File: src/rtl/ws2812_rx.sv
// WS2812 receive decoder: oversamples Din, classifies high pulses by width, assembles 24-bit GRB words.
// Latency: Rx_Valid 3 CLK_IN cycles after the first edge that samples Din low; Frame_Done 3 cycles after the reset gap completes.
// Backpressure: none; Rx_Valid/Frame_Done are single-cycle pulses and the consumer must keep up.
//
// Ports:
//   CLK_IN, RST_N (async active-low)   clock / reset
//   Ws2812_Din                         asynchronous serial line
//   Rx_Data[23:0], Rx_Valid            last completed word (bit 23 first received) + update pulse
//   Rx_Index[7:0]                      word index within frame, saturating at 255
//   Frame_Done                         pulse when the low reset gap completes
//   Rx_Error                           sticky: high pulse longer than HIGH_MAX_CYC
//   Ws2812_Dout                        forwarded data when WS2812_PASSTHRU_EN is defined, else 0
//
// Optional build macro: WS2812_PASSTHRU_EN (daisy-chain emulation: capture word 0, forward the rest).
module ws2812_rx #(
  parameter int F_CLK         = 12_000_000,
  parameter int T_THRESH_NS   = 600,
  parameter int T_RESET_NS    = 50_000,
  parameter int T_HIGH_MAX_NS = 5_000
) (
  input  logic        CLK_IN,
  input  logic        RST_N,
  input  logic        Ws2812_Din,
  output logic [23:0] Rx_Data,
  output logic        Rx_Valid,
  output logic [7:0]  Rx_Index,
  output logic        Frame_Done,
  output logic        Rx_Error,
  output logic        Ws2812_Dout
);

  localparam longint NS_PER_S     = longint'(1_000_000_000);
  localparam int     THRESH_CYC   = int'(longint'(F_CLK) * longint'(T_THRESH_NS) / NS_PER_S);
  localparam int     RESET_CYC    = int'(longint'(F_CLK) * longint'(T_RESET_NS) / NS_PER_S);
  localparam int     HIGH_MAX_CYC = int'(longint'(F_CLK) * longint'(T_HIGH_MAX_NS) / NS_PER_S);
  localparam int     CNT_W        = $clog2(RESET_CYC + 1);

  localparam logic [CNT_W-1:0] CNT_ONE    = CNT_W'(1);
  localparam logic [CNT_W-1:0] RESET_LAST = CNT_W'(RESET_CYC - 1);
  localparam logic [CNT_W-1:0] RESET_SAT  = CNT_W'(RESET_CYC);
  localparam logic [CNT_W-1:0] THRESH     = CNT_W'(THRESH_CYC);
  localparam logic [CNT_W-1:0] HIGH_MAX   = CNT_W'(HIGH_MAX_CYC);

  typedef enum logic [1:0] {
    WAIT_RESET = 2'd0,
    LOW        = 2'd1,
    HIGH       = 2'd2
  } state_t;

  logic [1:0]       sync_ff;
  logic             din_q;
  logic             din_prev;
  logic [CNT_W-1:0] lvl_cnt;
  state_t           state;
  logic [4:0]       bit_cnt;
  logic [22:0]      shift_q;

  logic             rise;
  logic             fall;
  logic             low_done;
  logic             too_long;
  logic             bit_val;
  logic [23:0]      word_nxt;

  // din_q is the synchronized line re-registered once so the FSM decision
  // lands exactly three cycles after the line is first sampled.
  assign rise     = din_q & ~din_prev;
  assign fall     = ~din_q & din_prev;
  // lvl_cnt holds the samples of the current level seen before this cycle,
  // so RESET_LAST plus the current low sample makes RESET_CYC lows.
  assign low_done = ~din_q & ~din_prev & (lvl_cnt == RESET_LAST);
  assign too_long = din_q & (lvl_cnt == HIGH_MAX);
  // On a falling edge lvl_cnt equals the number of high samples.
  assign bit_val  = (lvl_cnt > THRESH);
  assign word_nxt = {shift_q, bit_val};

  always_ff @(posedge CLK_IN or negedge RST_N) begin
    if (!RST_N) begin
      sync_ff  <= 2'b00;
      din_q    <= 1'b0;
      din_prev <= 1'b0;
      lvl_cnt  <= '0;
    end else begin
      sync_ff  <= {sync_ff[0], Ws2812_Din};
      din_q    <= sync_ff[1];
      din_prev <= din_q;
      // The edge sample is the first sample of the new level.
      if (rise || fall) begin
        lvl_cnt <= CNT_ONE;
      end else if (state == WAIT_RESET && din_q) begin
        lvl_cnt <= '0;
      end else if (lvl_cnt != RESET_SAT) begin
        lvl_cnt <= lvl_cnt + CNT_ONE;
      end
    end
  end

`ifdef WS2812_PASSTHRU_EN
  logic fwd_en;
  logic dout_q;

  // Two cycles behind the synchronized line: din_q is one, dout_q the second.
  always_ff @(posedge CLK_IN or negedge RST_N) begin
    if (!RST_N) begin
      dout_q <= 1'b0;
    end else begin
      dout_q <= fwd_en & din_q;
    end
  end

  assign Ws2812_Dout = dout_q;
`else
  logic [7:0] word_idx;

  assign Ws2812_Dout = 1'b0;
`endif

  always_ff @(posedge CLK_IN or negedge RST_N) begin
    if (!RST_N) begin
      state      <= WAIT_RESET;
      bit_cnt    <= 5'd0;
      shift_q    <= 23'd0;
      Rx_Data    <= 24'd0;
      Rx_Valid   <= 1'b0;
      Rx_Index   <= 8'd0;
      Frame_Done <= 1'b0;
      Rx_Error   <= 1'b0;
`ifdef WS2812_PASSTHRU_EN
      fwd_en     <= 1'b0;
`else
      word_idx   <= 8'd0;
`endif
    end else begin
      Rx_Valid   <= 1'b0;
      Frame_Done <= 1'b0;
      case (state)
        WAIT_RESET: begin
          bit_cnt  <= 5'd0;
          Rx_Index <= 8'd0;
`ifdef WS2812_PASSTHRU_EN
          fwd_en   <= 1'b0;
`else
          word_idx <= 8'd0;
`endif
          if (low_done) begin
            state    <= LOW;
            Rx_Error <= 1'b0;
          end
        end

        LOW: begin
          if (rise) begin
            state <= HIGH;
          end else if (low_done) begin
            // Partial bits are dropped simply by restarting bit_cnt; the
            // shift register is fully rewritten before the next word.
            Frame_Done <= 1'b1;
            bit_cnt    <= 5'd0;
            Rx_Index   <= 8'd0;
`ifdef WS2812_PASSTHRU_EN
            fwd_en     <= 1'b0;
`else
            word_idx   <= 8'd0;
`endif
          end
        end

        HIGH: begin
          if (too_long) begin
            Rx_Error <= 1'b1;
            bit_cnt  <= 5'd0;
            state    <= WAIT_RESET;
          end else if (fall) begin
            shift_q <= word_nxt[22:0];
            state   <= LOW;
            if (bit_cnt == 5'd23) begin
              bit_cnt <= 5'd0;
`ifdef WS2812_PASSTHRU_EN
              // Only the first word is ours; everything after is forwarded.
              if (!fwd_en) begin
                Rx_Data  <= word_nxt;
                Rx_Valid <= 1'b1;
                fwd_en   <= 1'b1;
              end
`else
              Rx_Data  <= word_nxt;
              Rx_Valid <= 1'b1;
              Rx_Index <= word_idx;
              if (word_idx != 8'hFF) begin
                word_idx <= word_idx + 8'd1;
              end
`endif
            end else begin
              bit_cnt <= bit_cnt + 5'd1;
            end
          end
        end

        default: begin
          state <= WAIT_RESET;
        end
      endcase
    end
  end

endmodule

File: config.mk
export PLATFORM = sky130hd
export DESIGN_NAME = ws2812_rx
export DESIGN_NICKNAME = d
export VERILOG_FILES = /design/src/rtl/ws2812_rx.sv
export SDC_FILE = /design/constraint.sdc
export NUM_CORES = 1
export LEC_CHECK = 0
export CORE_MARGIN = 4
export CORE_UTILIZATION = 45
export DETAILED_ROUTE_END_ITERATION = 8
export GPL_TIMING_DRIVEN = 1
export PLACE_DENSITY = 0.73
export SYNTH_ARGS = -nofsm -noshare
export SYNTH_HDL_FRONTEND = slang
export SYNTH_SLANG_ARGS = --single-unit
File: constraint.sdc
create_clock -name CLK_IN -period 1.8 [get_ports CLK_IN]
set_input_delay 0.54 -clock CLK_IN [delete_from_list [all_inputs] [get_ports CLK_IN]]
set_output_delay 0.54 -clock CLK_IN [all_outputs]
set_load 0.05 [all_outputs]
# Yosys cells after proc, flatten, opt, wreduce, memory -nomap -nowiden
# Index checks and enable logic that the tools add are counted.
# W data, S select, Z words.
word_totals:
  mem_bits_rw: 0
  memories: 0
  elab_cells: 90
  in_bits: 3
  ff_bits: 87
  latch_bits: 0
  romBits: 0
op_classes:
  mul: 0
  mux: 35
  n_eq_ne: 17
  add_sub_neg: 3
  magnitude_cmp: 1
  n_div: 0
  reduce_logical: 13
  bitwise: 8
  shifts: 0
op_table:
  columns: ["op", "count"]
  rows:
  - ["$mux W8", 9]
  - ["$pmux W8 S3", 2]
  - ["$mux W10", 3]
  - ["$mux W5", 5]
  - ["$ne A2 B2 Y1 const B", 9]
  - ["$pmux W5 S3", 1]
  - ["$add A10 B1 Y10 const B", 1]
  - ["$eq A10 B10 Y1 const B", 1]
  - ["$eq A10 B6 Y1 const B", 1]
  - ["$gt A10 B3 Y1 const B", 1]
  - ["$ne A10 B10 Y1 const B", 1]
  - ["$mux W1", 9]
  - ["$reduce_and A3 Y1", 3]
  - ["$add A8 B1 Y8 const B", 1]
  - ["$mux W2", 4]
  - ["$ne A8 B8 Y1 const B", 1]
  - ["$reduce_and A4 Y1", 2]
  - ["$reduce_and A7 Y1", 1]
  - ["$pmux W2 S3", 1]
  - ["$reduce_and A6 Y1", 1]
  - ["$reduce_bool A3 Y1", 2]
  - ["$add A5 B1 Y5 const B", 1]
  - ["$and A1 B1 Y1", 5]
  - ["$eq A5 B5 Y1 const B", 1]
  - ["9 further kinds", 11]

# Depth between registers and ports, before layout
logic_depth:
  depth_word: 6
  ltp_mapped: 8

# Worst setup path after synthesis
# No wires, ideal clock.
synth_path:
  kind: "reg-to-reg"
  start: "register din_q"
  end: "register Rx_Data[10]"
  setup_slack_ns: -0.119
  stages_incl_launch_ff: 8
  synth_period_minus_slack_ns: 1.919
  n_path_buf: 2
  arrival_time_ns: 1.795
  setup_time_ns: 0.125
  path_cell_list: "dfrtp_1 -> inv_1 -> ha_1 -> buf_2 -> nand3b_2 -> nor2_2 -> buf_2 -> mux2_2"
synth_between:
  elab_chain_len: 3
  elab_cells_between_ends: 5
  cone_classes: "bitwise: 4; reduce/logical: 1"
synth_rtl:
  columns: ["item", "line_no", "text"]
  rows:
  - ["start: declaration", "51", "logic din_q;"]
  - ["start signal: assignment", "85", "din_q <= sync_ff[1];"]
  - ["$and A1 B1 Y1 / $not A1 Y1 (equally long branches)", "72, 68", null]
  - ["$not A1 Y1 (no source line) / $and A1 B1 Y1 (equally long branches)", null, null]
  - ["$reduce_and A4 Y1 (no source line) *", null, null]
  - ["end signal: assignment", "186", "Rx_Data <= word_nxt;"]
  - ["end: declaration", "24", "output logic [23:0] Rx_Data,"]
# Mark *: on every way between the ends. The rest lies on a longest branch, timed or not.
# A chain may end at the register's enable or synchronous reset.

# Final worst setup path
layout_path:
  start: "register lvl_cnt[6]"
  end: "register bit_cnt[1]"
layout_between:
  elab_chain_len: 4
  elab_cells_between_ends: 9
  cone_classes: "eq/ne: 4; mux: 2; bitwise: 2; reduce/logical: 1"
layout_rtl:
  columns: ["item", "line_no", "text"]
  rows:
  - ["start: declaration", "53", "logic [CNT_W-1:0] lvl_cnt;"]
  - ["start signal: assignment", "93", "lvl_cnt <= lvl_cnt + CNT_ONE;"]
  - ["$eq A10 B6 Y1 / $eq A10 B10 Y1 (equally long branches)", "72, 71", null]
  - ["$and A1 B1 Y1, on equally long branches", "72, 71", null]
  - ["$ne A3 B3 Y1 (no source line) (tied with other cells)", null, null]
  - ["$reduce_and A4 Y1 (no source line) / $pmux W5 S3 (equally long branches)", null, null]
  - ["end signal: assignment", "194", "bit_cnt <= bit_cnt + 5'd1;"]
  - ["end: declaration", "55", "logic [4:0] bit_cnt;"]
# Several ways; a longest one is shown, not always the timed one.

==> flow_summary.toml <==
[outcome]
status = "finished, final reports clean"

[yosys]
synth_area_leaders = "dfrtp_1, mux2_2, ha_1"
synth_cell_types = 55
synth_warnings = 0
syn_nets = 326
ys_ff_latch = 87
yosys.cell_count.top_type = "dfrtp_1"
synth-seq-area-share_pct = 56.7
synth_top_area_cell = "dfrtp_1"
async_reset_ff_share_pct = 100
netlist_top_cells_count = "dfrtp_1, mux2_2, inv_1, o21ai_0, nand2_1"
synth_edf_count = 0
ys.flop_type = "dfrtp_1"
syn_inst = 316
synth_top_area_share_pct = 56.7
avgSynthCellArea_sq_um = 12.2
synthesis.area_sq_mm = 0.00384

[run]
drv_cap = 0

[drt]
ant_nets = 0
dr_wl_met2_mm = 3.90
detail_route.vias_per_cell = 5.50
drt_iter0_drc = 122
wl_met3_microns = 323
met1_length_mm = 3.21
wirelength_mm = 7.56
avgRoutedWirePerCell_microns = 15.6
top_layer = "met4"
drc = 0
vias = 2673
first_pass_iters = 4

[layout]
antenna_cells = 0
fillCellCount = 671
drive_gt1_share_pct = 37.0
final_nets = 387
area_growth_pct = 26.9
postLayoutCoreUtil_pct = 59.0

[pwr]
power_w = 0.00358
leakage_nw = 2.35
power_density_mw_per_mm2 = 735
ir_worst_vdd_mv = 0.461

[global_routing]
grt_pass1_wl_mm = 12.6
grt_pass1_vias = 2727
grt_usage_pct = 15.7
grt_max_degree = 34
antenna_found_initial = 0
grt.overflow.total = 0

[clock_network]
clock_sinks = 87
numCtsBuffers = 9
cts_tree = "built"
root_buffer = "clkbuf_8"
htreeDepth = 3
clkTransAtPathRegs_ns = 0.09
clk_path_buf_depth = 2
worstSkewPairLatency_ns = 0.36

[die]
core_area_sq_mm = 0.00826
die_y_microns = 100
io_pins = 39
num_rows = 33
start_util_pct = 46.5
die_w_microns = 100
die_area_sq_mm = 0.0101

[timing]
fin_ws_ns = 0.0171
min_period_ns = 1.78
finalSetupViolations = 0
finalHoldViolCount = 0
fmax_ghz = 0.561
fin_worst_skew_ns = 0.0154
slew_viol_final = 0
fin_setup_tns_ns = 0
rsz0062_at_grt = "yes"
min_period_over_period_pct = 99.1
hold-worst-slack_ns = 0.0876

[setup_path]
crit_path_start_kind = "flip-flop"
crit_arrival_ns = 2.04
worstPathRequired_ns = 2.05
cpMaxStageDelayCell = "or4_4"
cp-end-kind = "flip-flop"
critPathMaxFanout = 5
cpPeakStageDelay_ns = 0.58
path_class = "reg2reg"
regToRegSetupSlack_ns = 0.02
cp_num_buf_inv = 0
path_delay_family = "simple AND/OR/NAND/NOR gates"
crit_chain = "or4_4, o31ai_4, nor2_2, a32o_2"

[place]
hpwl_mm = 5.26
place_congestion = 0.845
dp_slack_ns = -0.104
io_buffers = 37

[min_path]
hold_class = "in2async"
[worst paths after layout]
kind                            start  cells after the start    endpoint
setup / recovery           lvl_cnt[6]                      4  bit_cnt[1]
hold / removal                  RST_N                      1  lvl_cnt[1]
setup reg to reg           lvl_cnt[6]                      4  bit_cnt[1]
hold reg to reg            sync_ff[0]                      0  sync_ff[1]
max in group asynchronous       RST_N                      2  shift_q[0]
min in group CLK_IN        sync_ff[0]                      0  sync_ff[1]
[layout make-up]
type                            instances  area (sq um)  area share, %
Inverter                               18          67.6           1.39
Timing Repair Buffer                   63           701           14.4
Clock inverter                          6          92.6           1.90
Sequential cell                        87          2180           44.7
Multi-Input combinational cell        198          1580           32.4
Tap cell                              105           131           2.70
Clock buffer                            9           124           2.54
[cells in the final DEF, fill, tap and decap left out, types with 3 or more instances in the layout]
| cell | count |
|---|---|
| a31oi_1 | 8 |
| mux2_2 | 45 |
| ha_1 | 5 |
| a21oi_1 | 9 |
| xnor2_1 | 4 |
| nand4_1 | 10 |
| nand2_1 | 16 |
| clkbuf_8 | 9 |
| buf_4 | 44 |
| o21ai_0 | 17 |
| nand3_1 | 7 |
| buf_12 | 18 |
| and3_1 | 5 |
| nor2_1 | 15 |
| nor4_1 | 3 |
| xor2_1 | 3 |
| and4b_1 | 4 |
| inv_1 | 16 |
| dfrtp_1 | 87 |
[report_power, final]
part / switching, W / internal [W] / total (W)
Combinational: 0.0000775 / 0.0000403 / 0.000118
Sequential: 0.00000984 / 0.00196 / 0.00197
Clock: 0.000706 / 0.000786 / 0.00149
[what timing repair did]
action / in CTS / in global routing
setup endpoints to repair: 9 / 20
hold endpoints to repair: 0 / 0
hold buffers: 0 / 0
buffers inserted: 2 / 2
gates resized for setup: 1 / 9
pin swaps: 1 / 5
[flip-flops by register name (all words and copies together) (netlist names)]
signal      cells
Rx_Data        24
Rx_Error        1
state           2
din_prev        1
sync_ff         2
Frame_Done      1
Rx_Index        8
bit_cnt         5
Rx_Valid        1
shift_q        23
word_idx        8
din_q           1
lvl_cnt        10
[per-layer routing]
layer | GRT usage [%] | up-vias
li1 | - | 1257
met1 | 19.5 | 1339
met2 | 25.9 | 64
met3 | 4.66 | 13
met4 | 6.11 | 0
met5 | 0 | -
[kinds of logic (layout without fill, tap and decap cells)]
family                     Yosys count  after routing  synth area share [%]
DFF                                 87             87                  56.7
and+or+nand+nor                     80             80                  12.0
AOI/OAI and AO/OA                   56             56                  10.2
muxes                               47             47                  13.7
buffers and inverters               31             96                  3.45
adders and majority gates            7              7                  2.28
xor gates and xnor gates             7              7                  1.60
other                                1              1                0.0977
[per-stage QoR]
step / std cells / area (sq um)
after CTS: 484 / 4820
after global placement: 467 / 4590
after floorplan: 316 / 3860
final: 486 / 4870
after global routing: 486 / 4870
after detailed placement: 467 / 4590
No activity file was read; power rests on OpenSTA's default activity.
